File: config.mk
export PLATFORM = sky130hd
export DESIGN_NAME = ysyx_axi_rr_arbiter
export DESIGN_NICKNAME = d
export VERILOG_FILES = /design/src/rtl/ysyx_axi_rr_arbiter.sv
export SDC_FILE = /design/constraint.sdc
export NUM_CORES = 1
export LEC_CHECK = 0
export ABC_CLOCK_PERIOD_IN_PS = 3500
export BUFFER_PORTS_ARGS = -buffer_cell sky130_fd_sc_hd__buf_4
export CORE_AREA = 2 2 172 174
export DETAILED_ROUTE_END_ITERATION = 8
export DIE_AREA = 0 0 174 176
export HOLD_SLACK_MARGIN = 0.03
export SYNTH_ARGS = -nofsm -noshare
export SYNTH_HDL_FRONTEND = slang
export SYNTH_SLANG_ARGS = --single-unit
File: constraint.sdc
create_clock -name clk -period 3.5 [get_ports clk]
set_clock_uncertainty 0.2 [all_clocks]
set_input_delay 0.7 -clock clk [delete_from_list [all_inputs] [get_ports clk]]
set_output_delay 0.7 -clock clk [all_outputs]
set_load 0.01 [all_outputs]
File: src/rtl/ysyx_axi_rr_arbiter.sv
// ysyx_axi_rr_arbiter: round-robin N-read / 1-write arbiter onto one 64-bit AXI4 master, one transaction in flight.
// Optional local mtime window enabled by defining YSYX_ARB_CLINT_EN.
module ysyx_axi_rr_arbiter #(
  parameter int ADDR_W = 32,
  parameter int N_RD = 2,
  parameter logic [ADDR_W-1:0] RTC_ADDR = ADDR_W'(32'h0200_BFF8)
) (
  input  logic                   clk,
  input  logic                   rst,
  input  logic [N_RD-1:0]        rd_valid,
  input  logic [N_RD*ADDR_W-1:0] rd_addr,
  input  logic [N_RD*3-1:0]      rd_size,
  output logic [N_RD-1:0]        rd_resp_valid,
  output logic [31:0]            rd_resp_data,
  output logic                   rd_resp_err,
  input  logic                   wr_valid,
  input  logic [ADDR_W-1:0]      wr_addr,
  input  logic [31:0]            wr_data,
  input  logic [3:0]             wr_strb,
  output logic                   wr_resp_valid,
  output logic                   wr_resp_err,
  output logic [ADDR_W-1:0]      io_master_araddr,
  output logic                   io_master_arvalid,
  input  logic                   io_master_arready,
  output logic [3:0]             io_master_arid,
  output logic [7:0]             io_master_arlen,
  output logic [2:0]             io_master_arsize,
  output logic [1:0]             io_master_arburst,
  input  logic [63:0]            io_master_rdata,
  input  logic [1:0]             io_master_rresp,
  input  logic                   io_master_rlast,
  input  logic [3:0]             io_master_rid,
  input  logic                   io_master_rvalid,
  output logic                   io_master_rready,
  output logic [ADDR_W-1:0]      io_master_awaddr,
  output logic                   io_master_awvalid,
  input  logic                   io_master_awready,
  output logic [3:0]             io_master_awid,
  output logic [7:0]             io_master_awlen,
  output logic [2:0]             io_master_awsize,
  output logic [1:0]             io_master_awburst,
  output logic [63:0]            io_master_wdata,
  output logic [7:0]             io_master_wstrb,
  output logic                   io_master_wlast,
  output logic                   io_master_wvalid,
  input  logic                   io_master_wready,
  input  logic [1:0]             io_master_bresp,
  input  logic [3:0]             io_master_bid,
  input  logic                   io_master_bvalid,
  output logic                   io_master_bready
);
  localparam int IW = N_RD > 1 ? $clog2(N_RD) : 1;
  typedef enum logic [2:0] {IDLE, AR, R, AW_W, B, DONE} state_t;
  state_t st, nxt;
  logic [IW-1:0] g, rr_ptr, pick;
  logic [ADDR_W-1:0] addr, pa;
  logic [31:0] wdat, rdat, lane, local_data;
  logic [3:0] strb, s;
  logic [2:0] size, wsize;
  logic found, take_wr, take_rd, local_rd, is_wr, last_wr, aw_done, w_done, err, aw_hs, w_hs;
  // Two passes give the first requester strictly after rr_ptr, wrapping around to rr_ptr itself.
  always_comb begin
    found = 1'b0;
    pick = rr_ptr;
    for (int i = 0; i < N_RD; i++)
      if (!found && rd_valid[i] && IW'(i) > rr_ptr) begin
        found = 1'b1;
        pick = IW'(i);
      end
    for (int i = 0; i < N_RD; i++)
      if (!found && rd_valid[i] && IW'(i) <= rr_ptr) begin
        found = 1'b1;
        pick = IW'(i);
      end
  end
  assign take_wr = wr_valid && (!found || !last_wr);
  assign take_rd = found && !take_wr;
  assign pa = rd_addr[pick*ADDR_W +: ADDR_W];
  assign wsize = wr_strb == 4'h1 ? 3'd0 : wr_strb == 4'h3 ? 3'd1 : wr_strb == 4'hf ? 3'd2 : 3'd0;
`ifdef YSYX_ARB_CLINT_EN
  logic [63:0] mtime;
  logic unused_ok;
  always_ff @(posedge clk or posedge rst)
    if (rst) mtime <= '0;
    else mtime <= mtime + 64'd1;
  assign local_rd = pa == RTC_ADDR || pa == RTC_ADDR + ADDR_W'(4);
  assign local_data = pa == RTC_ADDR ? mtime[31:0] : mtime[63:32];
  assign unused_ok = ^{io_master_rid, io_master_bid};
`else
  logic unused_ok;
  assign local_rd = 1'b0;
  assign local_data = '0;
  assign unused_ok = ^{io_master_rid, io_master_bid, RTC_ADDR};
`endif
  assign aw_hs = io_master_awvalid && io_master_awready;
  assign w_hs = io_master_wvalid && io_master_wready;
  always_comb begin
    nxt = st;
    case (st)
      IDLE:    nxt = take_wr ? AW_W : take_rd ? (local_rd ? DONE : AR) : IDLE;
      AR:      nxt = io_master_arready ? R : AR;
      R:       nxt = io_master_rvalid && io_master_rlast ? DONE : R;
      AW_W:    nxt = (aw_done || aw_hs) && (w_done || w_hs) ? B : AW_W;
      B:       nxt = io_master_bvalid ? DONE : B;
      default: nxt = IDLE;
    endcase
  end
  always_ff @(posedge clk or posedge rst) begin
    if (rst) begin
      st <= IDLE;
      g <= '0;
      rr_ptr <= IW'(N_RD - 1);
      addr <= '0;
      size <= '0;
      wdat <= '0;
      strb <= '0;
      rdat <= '0;
      err <= 1'b0;
      is_wr <= 1'b0;
      last_wr <= 1'b0;
      aw_done <= 1'b0;
      w_done <= 1'b0;
    end else begin
      st <= nxt;
      if (st == IDLE && take_wr) begin
        is_wr <= 1'b1;
        last_wr <= 1'b1;
        addr <= wr_addr;
        wdat <= wr_data;
        strb <= wr_strb;
        size <= wsize;
        aw_done <= 1'b0;
        w_done <= 1'b0;
      end
      if (st == IDLE && take_rd) begin
        is_wr <= 1'b0;
        last_wr <= 1'b0;
        g <= pick;
        addr <= pa;
        size <= rd_size[pick*3 +: 3];
        rdat <= local_data;
        err <= 1'b0;
        if (local_rd) rr_ptr <= pick;
      end
      if (aw_hs) aw_done <= 1'b1;
      if (w_hs) w_done <= 1'b1;
      if (st == R && io_master_rvalid && io_master_rlast) begin
        rdat <= lane >> {addr[1:0], 3'b000};
        err <= io_master_rresp != 2'b00;
        rr_ptr <= g;
      end
      if (st == B && io_master_bvalid) err <= io_master_bresp != 2'b00;
    end
  end
  assign lane = addr[2] ? io_master_rdata[63:32] : io_master_rdata[31:0];
  assign s = strb << addr[1:0];
  assign io_master_araddr = addr;
  assign io_master_arvalid = st == AR;
  assign io_master_arid = 4'(g);
  assign io_master_arlen = 8'd0;
  assign io_master_arsize = size;
  assign io_master_arburst = 2'b01;
  assign io_master_rready = st == R;
  assign io_master_awaddr = addr;
  assign io_master_awvalid = st == AW_W && !aw_done;
  assign io_master_awid = 4'd0;
  assign io_master_awlen = 8'd0;
  assign io_master_awsize = size;
  assign io_master_awburst = 2'b01;
  assign io_master_wdata = {2{wdat << {addr[1:0], 3'b000}}};
  assign io_master_wstrb = addr[2] ? {s, 4'h0} : {4'h0, s};
  assign io_master_wlast = 1'b1;
  assign io_master_wvalid = st == AW_W && !w_done;
  assign io_master_bready = st == B;
  assign rd_resp_valid = st == DONE && !is_wr ? N_RD'(1) << g : '0;
  assign wr_resp_valid = st == DONE && is_wr;
  assign rd_resp_data = rdat;
  assign rd_resp_err = err;
  assign wr_resp_err = err;
endmodule

==> run_results.csv, run 1 <==
group,metric,value,unit
status,status,"complete, no violations",
grt,antenna_found_initial,0,
setup_path,crit_arrival,2.08,ns
logic_synthesis,yosys-top-cells-count,"181 x nand2_1, 111 x dfrtp_1, 102 x buf_4",
setup_path,crit_path_max_fanout,38,
logic_synthesis,syn_avg_cell_area,8.50,µm²
logic_synthesis,synth_area_leaders,"dfrtp_1 39%, buf_4 11%, nand2_1 9.6%",
timing,fmax,336,MHz
timing,setup_viol,0,
power_and_ir_drop,p_leak,5.18,nW
timing,drv_slew,0,
setup_path,slowest_stage,"dfrtp_2",
placed_design,dp.cells,1507,
clock_network,cts_buffers,9,
timing,period_share,0.851,
finish,syn_to_final_growth,43.7,%
drt,drc,0,
job,drv_cap,0,
placed_design,routabilityCongestion,0.799,
placed_design,hpwl,21600,µm
clock_network,htreeDepth,3,
logic_synthesis,ys_ff_latch,112,
power_and_ir_drop,worst_ir_drop_vdd,0.000310,V
floorplan,core_area,28500,µm²
timing,rsz0062_at_grt,"no",
floorplan,chipHeight,176,µm
finish,n_fill_cell,3014,
clock_network,cts_sinks,112,
logic_synthesis,syn_area,7060,µm²
grt,grt_max_degree,113,
clock_network,clock_path_buffers,2,
logic_synthesis,synth_top_flop_cell,"dfrtp_1",
finish,drive_above_1_share,0.408,
hold_path,hp-class,"in -> async",
clock_network,postCtsSetupRepairBufs,0,
timing,final_hold_viol_count,0,
setup_path,startpoint_type,"flop",
floorplan,ios,438,
setup_path,path_cells,"buf_12 -> mux2i_1 -> o21ai_0 -> buf_4",
clock_network,holdBufCountCts,0,
setup_path,critical_path_class,"reg -> out",
timing,period_minus_slack,2.98,ns
logic_synthesis,synth_most_common_cell,"nand2_1",
floorplan,dieWidth,174,µm
timing,tightestPinTransition,0.781,ns
floorplan,fp.dieArea,30600,µm²
logic_synthesis,async_flop_share,1.00,
floorplan,start_util,0.247,
logic_synthesis,ys_warn_count,0,
logic_synthesis,synthCells,830,
setup_path,end_kind,"output pin",
drt,routed_via_density,4.59,
setup_path,cp.required,2.60,ns
timing,tns,0,ns
grt,grt_pass1_vias,6913,
logic_synthesis,yosysTopAreaCellShare,0.394,
logic_synthesis,netlist-cell-type-count,49,
timing,maxSlewHeadroom,0.479,
clock_network,cts_resized,0,
finish,multiInputGateArea,3320,µm²
finish,fin_cells,1523,
placed_design,numPortBuffers,401,
placed_design,dp_slack,0.885,ns
grt,grt-ovfl-total,0,
grt,grtUsageTotal,0.175,
drt,wl_per_cell,18.1,µm
drt,totalWireLength,27600,µm
logic_synthesis,ys_seq_area_frac,0.397,
timing,setup_ws,0.521,ns
clock_network,worstSkewPairLatency,0.35,ns
drt,firstDrtPassIters,5,
clock_network,clk_pin_slew,0.08,ns
drt,num_vias,6998,
finish,final_net_count,1359,
logic_synthesis,synth_edf_count,0,
clock_network,root_buffer,"clkbuf_16",
floorplan,rows,62,
logic_synthesis,synth_area_leader_cell,"dfrtp_1",
power_and_ir_drop,p_per_area,889,nW/µm²
finish,n_antenna_cell,0,
setup_path,max_stage_delay,0.74,ns
grt,grt_pass1_wl,41100,µm
drt,ant_nets,0,
drt,first_iter_violations,477,
clock_network,cts_tree,"built",
finish,seq_area,2810,µm²
-- cell type report --
type	count	area share
multi-input cells	580	0.327
repair buffers	422	0.315
flip-flops and latches	112	0.277
well taps	384	0.0474
clock buffers	12	0.0263
inverters	9	0.00370
clock inverters	4	0.00358
-- kinds of logic (layout without fill, tap and decap cells) --
| kind of cell | Yosys count | after routing | synth area share |
|---|---|---|---|
| compound gates | 195 | 195 | 0.175 |
| buf+inv | 164 | 447 | 0.148 |
| flops | 112 | 112 | 0.397 |
| mux | 63 | 63 | 0.0913 |
| other cells | 2 | 28 | 0.00106 |
| simple gates | 294 | 294 | 0.188 |
-- registers in the layout, indices dropped and copies added, names as in the netlist, 3 cells and up --
name	flops
io_master_arsize	3
st	3
rd_resp_data	32
io_master_araddr	32
wdat	32
strb	4
-- per-stage QoR --
step | area, µm² | util | hold slack [ns] | power [W]
after global placement | 9840 | 0.345 | 0.251 | 0.00798
after global routing | 10100 | 0.355 | 0.294 | 0.00970
after detailed placement | 9840 | 0.345 | 0.262 | 0.00804
after CTS | 10100 | 0.355 | 0.282 | 0.00915
after floorplan | 7160 | - | 0.238 | 0.00585
final | 10100 | 0.355 | 0.252 | 0.00902
-- path summary, 6_finish.rpt --
kind | start | to | slack, ns | cells past startpoint
setup / recovery | io_master_araddr[1] | io_master_wdata[50] | 0.52 | 4
hold / removal | rst | rd_resp_data[26] | 0.25 | 3
setup reg to reg | io_master_araddr[1] | rd_resp_data[28] | 0.89 | 5
hold reg to reg | wdat[28] | wdat[28] | 0.28 | 2
max in group asynchronous | rst | io_master_araddr[2] | 2.18 | 3
min in group clk | wdat[28] | wdat[28] | 0.28 | 2
-- worst max-delay path, delay by kind of cell (launching register included) --
kind	cells	cell delay, ns
flops	1	0.74
mux	1	0.12
compound gates	1	0.35
buf+inv	2	0.50
-- placed cells by master (no fill, tap or decap), drive strengths merged, types with 2 or more instances in the layout --
cell type  instances
conb              28
mux2              11
o21ai             85
mux2i             52
a31oi              3
nor2              37
clkbuf            12
a211oi            33
clkinvlp           2
nor3               4
nand3              3
inv                9
a22oi             15
o221ai            15
clkinv             2
and3              29
and2              11
nor2b             12
nand2b             6
nor3b              5
buf              422
a22o               8
a21oi             26
nand2            182
dfrtp            111
-- power by group --
part | leakage (nW) | total (W) | internal, W | switching, W
combinational | 3.60 | 0.00544 | 0.00253 | 0.00292
clock | 0.147 | 0.00107 | 0.000551 | 0.000520
sequential | 1.43 | 0.00250 | 0.00188 | 0.000622
total | 5.18 | 0.00902 | 0.00496 | 0.00406
-- routing by layer --
metal / vias up / share of wire / GRT usage
met5: - / 0 / 0
met4: 0 / 0.026 / 0.0672
met3: 35 / 0.069 / 0.0351
met2: 353 / 0.51 / 0.311
met1: 3279 / 0.40 / 0.207
li1: 3331 / - / -
Note: power is estimated with default switching activity, not from simulation.
==> run 2, diff against run 1 <==
- CELL_PAD_IN_SITES_DETAIL_PLACEMENT: unset -> 1
- CELL_PAD_IN_SITES_GLOBAL_PLACEMENT: unset -> 2
- CORE_AREA: 2 2 172 174 -> unset
- CORE_UTILIZATION: unset -> 21
- DIE_AREA: 0 0 174 176 -> unset
- PLACE_DENSITY_LB_ADDON: unset -> 0.1
==> run 2 against run 1 <==
Register-to-register slack better by 0.02 ns; core utilization shrank 4.4 points; cell area rose by 0.69%; sequential share of layout area is 0.19 points lower; maximum frequency is 6.7% lower; worst hold slack worse by 0.024 ns; sequential power grew 2%; clock power about the same; via count down 1.4%; worst setup slack got worse by 0.21 ns; critical path depth grew 1; global-route usage down 0.17 points; critical path type unchanged.
==> run_results.csv, run 2 (same netlist as run 1, synthesis figures left out) <==
group,metric,value,unit
status,status,"complete, no violations",
clock_network,root_buffer,"clkbuf_16",
setup_path,path_cells,"nor2b_2 -> nand2_1 -> o21ai_0 -> nor2b_1 -> buf_4",
timing,rsz0062_at_grt,"no",
setup_path,max_stage_delay,0.73,ns
setup_path,setup.worst_path.end,"io_master_wstrb[2]",
timing,setup_viol,0,
clock_network,cts_sinks,112,
drt,top_layer,"met4",
drt,drc,0,
setup_path,slowest_stage,"dfrtp_2",
floorplan,ios,438,
floorplan,chipHeight,185,µm
placed_design,place_area,9930,µm²
timing,final_hold_viol_count,0,
floorplan,dieWidth,185,µm
grt,grt-ovfl-total,0,
floorplan,fp.dieArea,34300,µm²
setup_path,critical_path_class,"reg -> out",
finish,drive_above_1_share,0.408,
clock_network,cts_tree,"built",
finish,final_common_cell,"buf_4",
drt,met1_length,12700,µm
grt,grt_pass1_vias,7008,
drt,ant_nets,0,
drt,firstDrtPassIters,6,
clock_network,cts_resized,0,
floorplan,start_util,0.215,
drt,met3WireLength,2700,µm
finish,n_antenna_cell,0,
drt,first_iter_violations,239,
clock_network,holdBufCountCts,0,
clock_network,clk_pin_slew,0.09,ns
clock_network,postCtsSetupRepairBufs,0,
setup_path,rr_endpoint,"io_master_araddr[0]",
setup_path,reg2reg_from,"st[2]",
grt,grtUsageTotal,0.173,
placed_design,numPortBuffers,401,
finish,finalInstanceArea,10200,µm²
floorplan,core_area,32800,µm²
timing,period_minus_slack,3.19,ns
timing,period_share,0.912,
timing,tightestPinTransition,0.915,ns
timing,fmax,313,MHz
grt,grt_pass1_wl,44100,µm
timing,drv_slew,0,
setup_path,cp-startpoint,"io_master_araddr[0]",
power_and_ir_drop,p_leak,5.18,nW
grt,grt_max_degree,63,
finish,final_cell_mix,"424 x buf_4, 181 x nand2_1, 108 x dfrtp_1, 60 x o21ai_0, 52 x mux2i_1",
timing,maxSlewHeadroom,0.390,
setup_path,cp.required,2.60,ns
finish,syn_to_final_growth,44.7,%
floorplan,rows,66,
clock_network,clock_path_buffers,2,
setup_path,worst-r2r-cell-count,5,
drt,totalWireLength,30400,µm
placed_design,routabilityCongestion,0.705,
power_and_ir_drop,worst_ir_drop_vdd,0.000292,V
clock_network,htreeDepth,3,
drt,routed_via_density,4.36,
setup_path,r2r_slack,0.91,ns
hold_path,hp-class,"in -> async",
job,drv_cap,0,
timing,tns,0,ns
grt,antenna_found_initial,0,
finish,final_net_count,1362,
drt,dr_wl_met2,14700,µm
placed_design,hpwl,23300,µm
setup_path,end_kind,"output pin",
setup_path,startpoint_type,"flop",
drt,num_vias,6901,
drt,wl_per_cell,19.2,µm
setup_path,crit_arrival,2.29,ns
clock_network,cts_buffers,9,
setup_path,crit_path_max_fanout,29,
clock_network,worstSkewPairLatency,0.36,ns
power_and_ir_drop,p_per_area,886,nW/µm²
run 2: changes by cell type in the layout (fill, tap and decap cells not counted):
cell,change
buf_12,-1
buf_4,+4
clkinv_4,-1
inv_6,+1
clkbuf_1,+2
o21ai_2,-1
o21ai_4,+1
clkbuf_8,-2
run 2: worst min path at each step:
| stage | start | end | slack, ns | cells past startpoint |
|---|---|---|---|---|
| global placement | wdat[26] | wdat[26] | 0.25 | 2 |
| global route | rst | rd_resp_data[24] | 0.26 | 3 |
| detailed placement | wdat[28] | wdat[28] | 0.26 | 2 |
| finish | rst | rd_resp_data[25] | 0.23 | 3 |
| CTS | rst | io_master_araddr[3] | 0.24 | 3 |
| floorplan | wdat[24] | wdat[24] | 0.24 | 2 |
run 2: report_power, final:
group / switching, W / total (W) / internal, W
logic: 0.00291 / 0.00543 / 0.00252
registers: 0.000681 / 0.00256 / 0.00188
clock network: 0.000543 / 0.00106 / 0.000516
total: 0.00413 / 0.00905 / 0.00492
run 2: worst max-delay path, delay by kind of cell (launching register included):
kind                   cells  cell delay, ns
and+or+nand+nor            3            0.88
DFF                        1            0.73
AOI/OAI and AO/OA          1            0.19
buffers and inverters      1            0.14
run 2: per-stage QoR:
step | setup WS (ns) | utilization | hold slack [ns] | power [W] | std cells
6_report | 0.309 | 0.311 | 0.228 | 0.00905 | 1584
5_1_grt | 0.0644 | 0.311 | 0.256 | 0.00984 | 1584
4_1_cts | 0.170 | 0.311 | 0.242 | 0.00930 | 1584
2_1_floorplan | 0.954 | - | 0.238 | 0.00585 | 856
3_5_place_dp | 0.573 | 0.303 | 0.256 | 0.00819 | 1568
3_3_place_gp | 0.560 | 0.303 | 0.252 | 0.00814 | 1568
run 2: metal layers:
layer | up-vias | GRT usage
met5 | - | 0
met4 | 0 | 0.0403
met3 | 18 | 0.0488
met2 | 275 | 0.297
met1 | 3276 | 0.212
li1 | 3332 | -
run 2: cell type report:
type | count | area (µm²)
clock buffer | 12 | 246
sequential | 112 | 2810
tap | 442 | 553
fill | 3993 | 22600
timing repair buffer | 425 | 3200
clock inverter | 4 | 36.3
inverter | 9 | 37.5
multi-input combinational | 580 | 3330
